`src/rtl/btn_toggle_pulse.sv`:
```
// btn_toggle_pulse: synchronizes and debounces a raw push-button and issues a
// single-cycle T pulse for every accepted press, suitable for driving the T
// input of a downstream toggle flip-flop.
//
// Optional feature macro: AUTOREPEAT_EN
//   When defined, holding the button produces additional T pulses: the first
//   one REPEAT_DELAY cycles after the press pulse, then one every REPEAT_PERIOD
//   cycles. When undefined, no repeat logic exists and the REPEAT_* parameters
//   are only range-checked.
module btn_toggle_pulse #(
  parameter int unsigned DB_CYCLES     = 32'd1000000,
  parameter int unsigned REPEAT_DELAY  = 32'd50000000,
  parameter int unsigned REPEAT_PERIOD = 32'd10000000
) (
  input  logic clk,
  input  logic rst,
  input  logic btn_in,
  output logic T,
  output logic btn_level,
  output logic busy
);

  // Debounce counter: one extra bit keeps DB_CYCLES-1 representable for any
  // legal DB_CYCLES, including 1.
  localparam int unsigned CW = $clog2(DB_CYCLES) + 32'd1;
  localparam logic [CW-1:0] CNT_LAST = CW'(DB_CYCLES - 32'd1);
  localparam logic [CW-1:0] CNT_ONE  = CW'(32'd1);

  // Elaboration-time parameter range checks.
  if (DB_CYCLES < 32'd1) begin : gen_db_range_chk
    $error("btn_toggle_pulse: DB_CYCLES must be >= 1");
  end
  if ((REPEAT_DELAY < 32'd1) || (REPEAT_PERIOD < 32'd1)) begin : gen_rpt_range_chk
    $error("btn_toggle_pulse: REPEAT_DELAY and REPEAT_PERIOD must be >= 1");
  end

  typedef enum logic [1:0] {
    IDLE       = 2'd0,
    DB_PRESS   = 2'd1,
    HELD       = 2'd2,
    DB_RELEASE = 2'd3
  } state_e;

  logic [1:0]    sync_q;
  logic          s;
  state_e        state_q, state_d;
  logic [CW-1:0] cnt_q, cnt_d;
  logic          t_q, t_d;
  logic          level_q, level_d;
  logic          busy_q, busy_d;

`ifdef AUTOREPEAT_EN
  localparam int unsigned RPT_MAX = (REPEAT_DELAY > REPEAT_PERIOD) ? REPEAT_DELAY : REPEAT_PERIOD;
  localparam int unsigned RW = $clog2(RPT_MAX) + 32'd1;
  localparam logic [RW-1:0] RPT_DELAY_LAST  = RW'(REPEAT_DELAY - 32'd1);
  localparam logic [RW-1:0] RPT_PERIOD_LAST = RW'(REPEAT_PERIOD - 32'd1);
  localparam logic [RW-1:0] RPT_ONE         = RW'(32'd1);

  // rpt_armed_q: the first (long) repeat delay has elapsed in this HELD stint.
  logic [RW-1:0] rpt_q, rpt_d;
  logic          rpt_armed_q, rpt_armed_d;
`endif

  assign s = sync_q[1];

  // Two-flop synchronizer for the asynchronous button input.
  always_ff @(posedge clk or posedge rst) begin
    if (rst) begin
      sync_q <= 2'b00;
    end else begin
      sync_q <= {sync_q[0], btn_in};
    end
  end

  // Debounce FSM next-state, counter and pulse decode.
  always_comb begin
    state_d = state_q;
    cnt_d   = cnt_q;
    t_d     = 1'b0;
`ifdef AUTOREPEAT_EN
    rpt_d       = '0;
    rpt_armed_d = 1'b0;
`endif
    case (state_q)
      IDLE: begin
        cnt_d = '0;
        if (s) begin
          state_d = DB_PRESS;
        end else begin
          state_d = IDLE;
        end
      end
      DB_PRESS: begin
        if (!s) begin
          // Bounce: the sampled level wins over a coincident terminal count.
          state_d = IDLE;
          cnt_d   = '0;
        end else if (cnt_q == CNT_LAST) begin
          state_d = HELD;
          cnt_d   = '0;
          t_d     = 1'b1;
        end else begin
          cnt_d = cnt_q + CNT_ONE;
        end
      end
      HELD: begin
        cnt_d = '0;
        if (!s) begin
          state_d = DB_RELEASE;
        end else begin
          state_d = HELD;
`ifdef AUTOREPEAT_EN
          if (!rpt_armed_q) begin
            if (rpt_q == RPT_DELAY_LAST) begin
              t_d         = 1'b1;
              rpt_d       = '0;
              rpt_armed_d = 1'b1;
            end else begin
              rpt_d       = rpt_q + RPT_ONE;
              rpt_armed_d = 1'b0;
            end
          end else begin
            rpt_armed_d = 1'b1;
            if (rpt_q == RPT_PERIOD_LAST) begin
              t_d   = 1'b1;
              rpt_d = '0;
            end else begin
              rpt_d = rpt_q + RPT_ONE;
            end
          end
`endif
        end
      end
      DB_RELEASE: begin
        if (s) begin
          // Release was a bounce: back to HELD silently.
          state_d = HELD;
          cnt_d   = '0;
        end else if (cnt_q == CNT_LAST) begin
          state_d = IDLE;
          cnt_d   = '0;
        end else begin
          cnt_d = cnt_q + CNT_ONE;
        end
      end
      default: begin
        state_d = IDLE;
        cnt_d   = '0;
      end
    endcase
  end

  // Output decode from the next state so the outputs can be registered.
  always_comb begin
    level_d = 1'b0;
    busy_d  = 1'b0;
    case (state_d)
      IDLE: begin
        level_d = 1'b0;
        busy_d  = 1'b0;
      end
      DB_PRESS: begin
        level_d = 1'b0;
        busy_d  = 1'b1;
      end
      HELD, DB_RELEASE: begin
        level_d = 1'b1;
        busy_d  = 1'b1;
      end
      default: begin
        level_d = 1'b0;
        busy_d  = 1'b0;
      end
    endcase
  end

  // FSM state, debounce counter and registered outputs.
  always_ff @(posedge clk or posedge rst) begin
    if (rst) begin
      state_q <= IDLE;
      cnt_q   <= '0;
      t_q     <= 1'b0;
      level_q <= 1'b0;
      busy_q  <= 1'b0;
    end else begin
      state_q <= state_d;
      cnt_q   <= cnt_d;
      t_q     <= t_d;
      level_q <= level_d;
      busy_q  <= busy_d;
    end
  end

`ifdef AUTOREPEAT_EN
  // Auto-repeat counter; cleared whenever the FSM is outside HELD.
  always_ff @(posedge clk or posedge rst) begin
    if (rst) begin
      rpt_q       <= '0;
      rpt_armed_q <= 1'b0;
    end else begin
      rpt_q       <= rpt_d;
      rpt_armed_q <= rpt_armed_d;
    end
  end
`endif

  assign T         = t_q;
  assign btn_level = level_q;
  assign busy      = busy_q;

endmodule

```
`config.mk`:
```
export PLATFORM = sky130hd
export DESIGN_NAME = btn_toggle_pulse
export DESIGN_NICKNAME = d
export VERILOG_FILES = /design/src/rtl/btn_toggle_pulse.sv
export SDC_FILE = /design/constraint.sdc
export NUM_CORES = 1
export LEC_CHECK = 0
export CAP_MARGIN = 0
export CORE_ASPECT_RATIO = 1.25
export CORE_MARGIN = 2
export CORE_UTILIZATION = 45
export CTS_BUF_LIST = sky130_fd_sc_hd__clkbuf_2 sky130_fd_sc_hd__clkbuf_4 sky130_fd_sc_hd__clkbuf_8
export DETAILED_ROUTE_END_ITERATION = 7
export HOLD_SLACK_MARGIN = 0.08
export REMOVE_ABC_BUFFERS = 1
export SETUP_SLACK_MARGIN = 0.05
export SYNTH_ARGS = -nofsm -noshare
export SYNTH_HDL_FRONTEND = slang
export SYNTH_SLANG_ARGS = --single-unit
```
`constraint.sdc`:
```
create_clock -name clk -period 1.75 [get_ports clk]
set_input_delay 0.35 -clock clk [delete_from_list [all_inputs] [get_ports clk]]
set_output_delay 0.35 -clock clk [all_outputs]
set_load 0.01 [all_outputs]
```
After elaboration in Yosys (flattened, before gate mapping):

Index checks and enable logic that the tools add are counted.

* multiplexer cells: 16
* $add $sub $neg: 1
* equality and inequality tests: 7
* reductions and logical operators: 6

Operators with widths (count)
* $mux 21: 3
* $pmux 21 s3: 1
* $add 21x1->21 const B: 1
* $eq 21x20->1 const B: 1
* $eq 2x2->1 const B: 4
* $mux 2: 4
* $pmux 2 s4: 1
* $reduce_or 2->1: 3
* $mux 1: 5
* $eq 2x1->1 const B: 2
* $logic_not 2->1: 2
* $pmux 1 s2: 2
* $reduce_or 3->1: 1

* input bits: 3
* output and inout port bits: 3
* flip-flop bits (word level): 28
* word-level logic and storage cells: 36

Depth between registers and ports, before layout:

Gate-level depths: netlist of the first run.

* word-level depth: 7
* mapped depth: 6

Worst setup path before layout of the first run:

No wires, ideal clock.

* kind: register to register
* start point: register cnt_q[0]
* end point: register cnt_q[20]
* stages on the path, launching flop included: 6
* setup time: 0.078 ns
* data arrival time: 1.763 ns
* data required time: 1.672 ns
* clock period less this slack: 1.842 ns
* path slack: -0.092 ns
* cell sequence: dfrtp_1 > ha_1 > nand4_1 > or4_4 > or3_1 > a21oi_1

* cells in the longest elaborated chain, start to end: 4
* elaborated cells on any way between the ends: 6

RTL lines
* from (decl): RTL line 47 `logic [CW-1:0] cnt_q, cnt_d;`
* from (signal assigned): RTL line 187 `cnt_q <= cnt_d;`
* $add 21x1->21 / $eq 21x20->1 (equally long branches)
* $mux 21 *: RTL line 98, 139
* $mux 21 (on tied branches): RTL line 135, 94
* $pmux 21 s3 *: RTL line 84 `case (state_q)`
* via cnt_d[20]: RTL line 47

The timed path passes the listed nets; every way through them passes the cells marked *.

Worst setup path after layout of the first run:

* start point: register cnt_q[1]
* end point: register cnt_q[18]

The elaborated chain is that of the path after synthesis.

==> impl_metrics.ini, run 1 <==
[worst_setup_path]
cp_data_required_time_ns = 2.02
crit_family = simple AND/OR/NAND/NOR gates
crit_chain = ha_2, nand4_1, or4_4, or3_1, a21oi_2
critPathKind = register to register
critPathCaptureType = register
crit_arrival_ns = 1.91
slowest_stage = or4_4
path_buf_inv = 0
crit_fanout = 3
ff2ff_path_depth = 5
start_kind = register
crit_cells = 5
worst_path_largest_cell_delay_ns = 0.44

[place]
place_hpwl_um = 1970
port_buffers = 5
place_area_um2 = 1510
gp_congestion = 0.797

[clocking]
clock_path_buffers = 2
clockRootBuffer = clkbuf_4
cts_buffers = 3
clock_latency_ns = 0.32
clk_pin_slew_ns = 0.15
hold_buffers = 0
cts_sinks = 28
h-tree-depth = 1
tritoncts = yes

[final_layout]
n_antenna_cell = 0
area_delta_synth_final_pct = 21.1
fin_nets = 157
ff_latch_area_um2 = 707
fillerInstances = 251
stdcell_area_um2 = 1600
drive_gt1_share_pct = 23.7
multiInputGateArea_um2 = 629

[yosys]
synth_area_um2 = 1320
postSynthAreaPerCell_um2 = 10.2
netlist_instances = 129
synth_warnings = 0
yosysMostFrequentCell = dfrtp_1
synth-main-ff-cell = dfrtp_1
async_reset_ff_share_pct = 100
ys_seq_area_share_pct = 53.1
synth_area_leaders = dfrtp_1 (53%), xnor2_1 (6.6%), nor2_1 (5.7%), xor2_1 (4.0%), nand3_1 (3.4%)
ys_top_cells_by_count = dfrtp_1 (28), nor2_1 (20), xnor2_1 (10)
synth_top_area_cell = dfrtp_1
synth.distinct_cells = 28
ys_ff_latch = 28
yosys.area.top_type_share_pct = 53.1
synth_edf_count = 0

[grt]
gr-total-overflow = 0
grt_pass1_wl_um = 4740
antenna_found_initial = 0
grt_use_total_pct = 18.3
grt_max_degree = 29
first_global_vias = 1119

[power]
ir_drop_v = 0.000538
leakagePower_nw = 0.652
powerDensity_nw_per_um2 = 634

[sta]
tightest_slew_ns = 0.513
fin_crit_sh_pct = 94.0
setup_violations = 0
hold_ws_ns = 0.370
rsz0062_at_grt = yes
drv_slew = 0
max_freq_mhz = 608
hold_viol = 0
timing.slew.headroom_pct = 65.5
period_minus_slack_ns = 1.65
fin_skew_ns = 0.0122

[outcome]
outcome = completed

[routing]
final_antenna_net_count = 0
drc = 0
first_pass_iters = 4
dr.first_iter.drc_count = 20
vias = 1063
viasPerCell = 5.72
totalWireLength_um = 2780
wl_per_cell_um = 14.9

[die]
fp.dieW_um = 52.4
design.die.area_um2 = 3380
rows = 21
core-area_um2 = 2730
io_pins = 6
chipHeight_um = 64.5
initial_core_util_pct = 48.3

[min_path]
hold_class = input pin to async pin

[job]
cap_viol_max_count = 0
==> through the flow <==
stage / power [W] / utilization, % / setup WS (ns) / std cells / setup TNS (ns)
after floorplan: 0.000692 / - / -0.0916 / 126 / -0.183
after global placement: 0.000711 / 55.4 / 0.0415 / 180 / 0
after detailed placement: 0.000713 / 55.4 / -0.0474 / 180 / -0.0912
after CTS: 0.00102 / 57.3 / 0.0539 / 185 / 0
after global routing: 0.00106 / 58.4 / 0.0311 / 186 / 0
final: 0.00101 / 58.4 / 0.104 / 186 / 0
==> power by group <==
part | leakage [nW] | switching (W) | total [W] | internal, W
logic | 0.259 | 0.0000289 | 0.0000469 | 0.0000180
clock network | 0.0210 | 0.000180 | 0.000307 | 0.000127
registers | 0.373 | 0.00000418 | 0.000658 | 0.000654
==> placed cells by master, fill, tap and decap left out, types with 2 or more instances in the layout <==
cell | Yosys | layout
or3_1 | 2 | 2
a21bo_2 | 2 | 2
clkdlybuf4s50_1 | 0 | 5
nor2_1 | 20 | 20
inv_1 | 3 | 3
xnor2_1 | 10 | 10
clkbuf_4 | 0 | 3
a21o_4 | 0 | 2
dfrtp_1 | 28 | 23
nand2_1 | 7 | 7
nand3_1 | 9 | 8
xor2_1 | 6 | 6
buf_4 | 0 | 16
a21oi_1 | 4 | 3
dfrtp_2 | 0 | 5
and4_1 | 2 | 2
and2_1 | 2 | 2
nor4_1 | 6 | 6
o21ai_0 | 4 | 3
nand4b_1 | 2 | 2
nand4_1 | 6 | 6
nor3_1 | 3 | 3
==> repair_timing <==
action / 4_1_cts / 5_1_grt
pin swaps: 1 / 4
cloned: 0 / 1
resized for setup: 2 / 10
setup buffers: 1 / 0
endpoints found under the setup margin: 4 / 25
==> layer usage <==
metal	track usage, %	up-vias	share of wire, %
met5	0	-	0
met3	2.76	4	2.6
met1	20.7	537	43
met4	4.81	0	1.3
met2	34.5	21	53
li1	-	501	-
==> path summary, 6_finish.rpt <==
| path | slack [ns] | to | startpoint |
|---|---|---|---|
| worst min register to register | 0.37 | sync_q[1] | sync_q[0] |
| max in group asynchronous | 1.08 | cnt_q[2] | rst |
| worst max register to register | 0.10 | cnt_q[18] | cnt_q[1] |
| worst min-delay path | 0.37 | cnt_q[16] | rst |
| min in group clk | 0.37 | sync_q[1] | sync_q[0] |
| worst max-delay path | 0.10 | cnt_q[18] | cnt_q[1] |
==> worst register-to-register path, stage by stage, from the launching register on <==
cell	delay, ns
dfrtp_1	0.39
ha_2	0.19
nand4_1	0.12
or4_4	0.44
or3_1	0.34
a21oi_2	0.12
==> sequential cells by signal, summed over array words and instances, names as in the netlist <==
register,cells
busy,1
T,1
btn_level,1
cnt_q,21
state_q,2
sync_q,2
==> final cells by class <==
type                    instances  area share (%)
flip-flops and latches         28            44.3
multi-input cells              96            39.4
repair buffers                 21            10.7
well taps                      34            2.66
clock buffers                   4            2.27
inverters                       3           0.705
==> cell families after synthesis <==
| logic type | synth area share (%) |
|---|---|
| XOR/XNOR | 10.6 |
| buffers and inverters | 1.71 |
| AND/OR/NAND/NOR | 27.8 |
| flip-flops | 53.1 |
| adder cells (fa/ha/maj) | 0.949 |
| AO/OA/AOI/OAI | 5.79 |
No activity file was read; power rests on OpenSTA's default activity.
==> run 2: changes to the inputs <==
--- a/config.mk
+++ b/config.mk
@@ -6,12 +6,15 @@
 export NUM_CORES = 1
 export LEC_CHECK = 0
 export CAP_MARGIN = 0
+export CELL_PAD_IN_SITES_DETAIL_PLACEMENT = 0
+export CELL_PAD_IN_SITES_GLOBAL_PLACEMENT = 1
 export CORE_ASPECT_RATIO = 1.25
 export CORE_MARGIN = 2
-export CORE_UTILIZATION = 45
+export CORE_UTILIZATION = 44
 export CTS_BUF_LIST = sky130_fd_sc_hd__clkbuf_2 sky130_fd_sc_hd__clkbuf_4 sky130_fd_sc_hd__clkbuf_8
 export DETAILED_ROUTE_END_ITERATION = 7
 export HOLD_SLACK_MARGIN = 0.08
+export PLACE_DENSITY = 0.85
 export REMOVE_ABC_BUFFERS = 1
 export SETUP_SLACK_MARGIN = 0.05
 export SYNTH_ARGS = -nofsm -noshare
==> impl_metrics.ini, run 2 (synthesis results as in run 1) <==
[worst_setup_path]
ff2ff_path_depth = 4
start_kind = register
crit_family = simple AND/OR/NAND/NOR gates
path_buf_inv = 0
r2r_slack_ns = 0.05
regToRegEndpoint = cnt_q[18]
critPathKind = register to register
rr_startpoint = cnt_q[13]
slowest_stage = or4_4
critPathCaptureType = register
worst_path_largest_cell_delay_ns = 0.53
cp_data_required_time_ns = 2.02
crit_fanout = 5
crit_chain = nand4_1, or4_4, or3_1, a21oi_2
crit_arrival_ns = 1.97

[sta]
timing.slew.headroom_pct = 71.7
fin_crit_sh_pct = 97.2
hold_viol = 0
setup_violations = 0
finalWorstSetupSlack_ns = 0.0484
max_freq_mhz = 588
drv_slew = 0
rsz0062_at_grt = yes
hold_ws_ns = 0.377
period_minus_slack_ns = 1.70
tightest_slew_ns = 0.421
fin_skew_ns = 0.00524

[grt]
grt_pass1_wl_um = 4680
gr-total-overflow = 0
antenna_found_initial = 0
grt_use_total_pct = 18.3
first_global_vias = 1067
grt_max_degree = 29

[power]
ir_drop_v = 0.000536
power_w = 0.00101
leakagePower_nw = 0.658
powerDensity_nw_per_um2 = 632

[place]
dp_cells = 180
place_area_um2 = 1500
port_buffers = 5
place_hpwl_um = 1850
gp_congestion = 0.803
dp_slack_ns = -0.0377

[routing]
vias = 1034
viasPerCell = 5.47
dr.first_iter.drc_count = 21
first_pass_iters = 4
wl_per_cell_um = 13.8
final_antenna_net_count = 0
totalWireLength_um = 2610
drc = 0

[die]
design.die.area_um2 = 3450
initial_core_util_pct = 45.6
io_pins = 6
fp.dieW_um = 53.0
rows = 22
core-area_um2 = 2890
chipHeight_um = 65.2

[final_layout]
top_regs = cnt_q (21), state_q (2), sync_q (2)
stdcell_area_um2 = 1600
layout_commonest_cell = dfrtp_1
area_delta_synth_final_pct = 21.0
drive_gt1_share_pct = 22.9
top_register = cnt_q
fin_nets = 158
n_antenna_cell = 0
largest_reg_flops = 21
layout_common_cells = dfrtp_1 (24), nor2_1 (20), buf_4 (18)
finalNonFillerCells = 189

[clocking]
clk_pin_slew_ns = 0.14
h-tree-depth = 1
clockRootBuffer = clkbuf_4
cts_sinks = 28
cts_buffers = 3
clock_path_buffers = 2
clock_latency_ns = 0.33
hold_buffers = 0
tritoncts = yes

[job]
cap_viol_max_count = 0

[min_path]
hold_class = input pin to async pin

[outcome]
outcome = completed
## run 2: metal layers
metal | part of all wire [%] | global-route usage [%] | vias to the layer above
li1 | - | - | 504
met1 | 41 | 21.1 | 513
met2 | 54 | 33.1 | 9
met3 | 1.6 | 1.82 | 8
met4 | 2.7 | 8.65 | 0
met5 | 0 | 0 | -
## run 2: area by class of cell
type	count	area (µm²)
sequential	28	706
timing repair buffer	23	185
inverter	3	11.3
tap	36	45.0
multi-input combinational	95	612
clock buffer	4	36.3
fill	281	1290
## run 2: worst max-delay path by stage
stage	endpoint	depth (start not counted)	startpoint
final	cnt_q[18]	4	cnt_q[13]
after global routing	cnt_q[18]	5	cnt_q[1]
after CTS	cnt_q[18]	4	cnt_q[8]
after detailed placement	cnt_q[18]	5	cnt_q[1]
after global placement	cnt_q[20]	5	cnt_q[0]
after floorplan	cnt_q[18]	5	cnt_q[0]
## run 2: what timing repair did
action / 4_1_cts / 5_1_grt
pin swaps: 1 / 2
cloned: 0 / 0
endpoints found under the setup margin: 12 / 5
buffers inserted: 3 / 2
gates resized for setup: 5 / 4
## run 2: power by group
part           internal (W)  switching, W  total [W]
logic             0.0000170     0.0000268  0.0000438
registers          0.000654    0.00000394   0.000658
clock network      0.000127      0.000180   0.000307
total              0.000798      0.000210    0.00101
## run 2: worst reg2reg max path: stages, from the launching register on
cell	delay [ns]
dfrtp_1	0.47
nand4_1	0.16
or4_4	0.53
or3_1	0.35
a21oi_2	0.14
## run 2: per-stage QoR
stage,utilization [%],TNS [ns]
after floorplan,-,-0.183
after global placement,51.9,0
after detailed placement,51.9,-0.0676
after CTS,54.4,0
after global routing,55.2,-0.0528
final,55.2,0
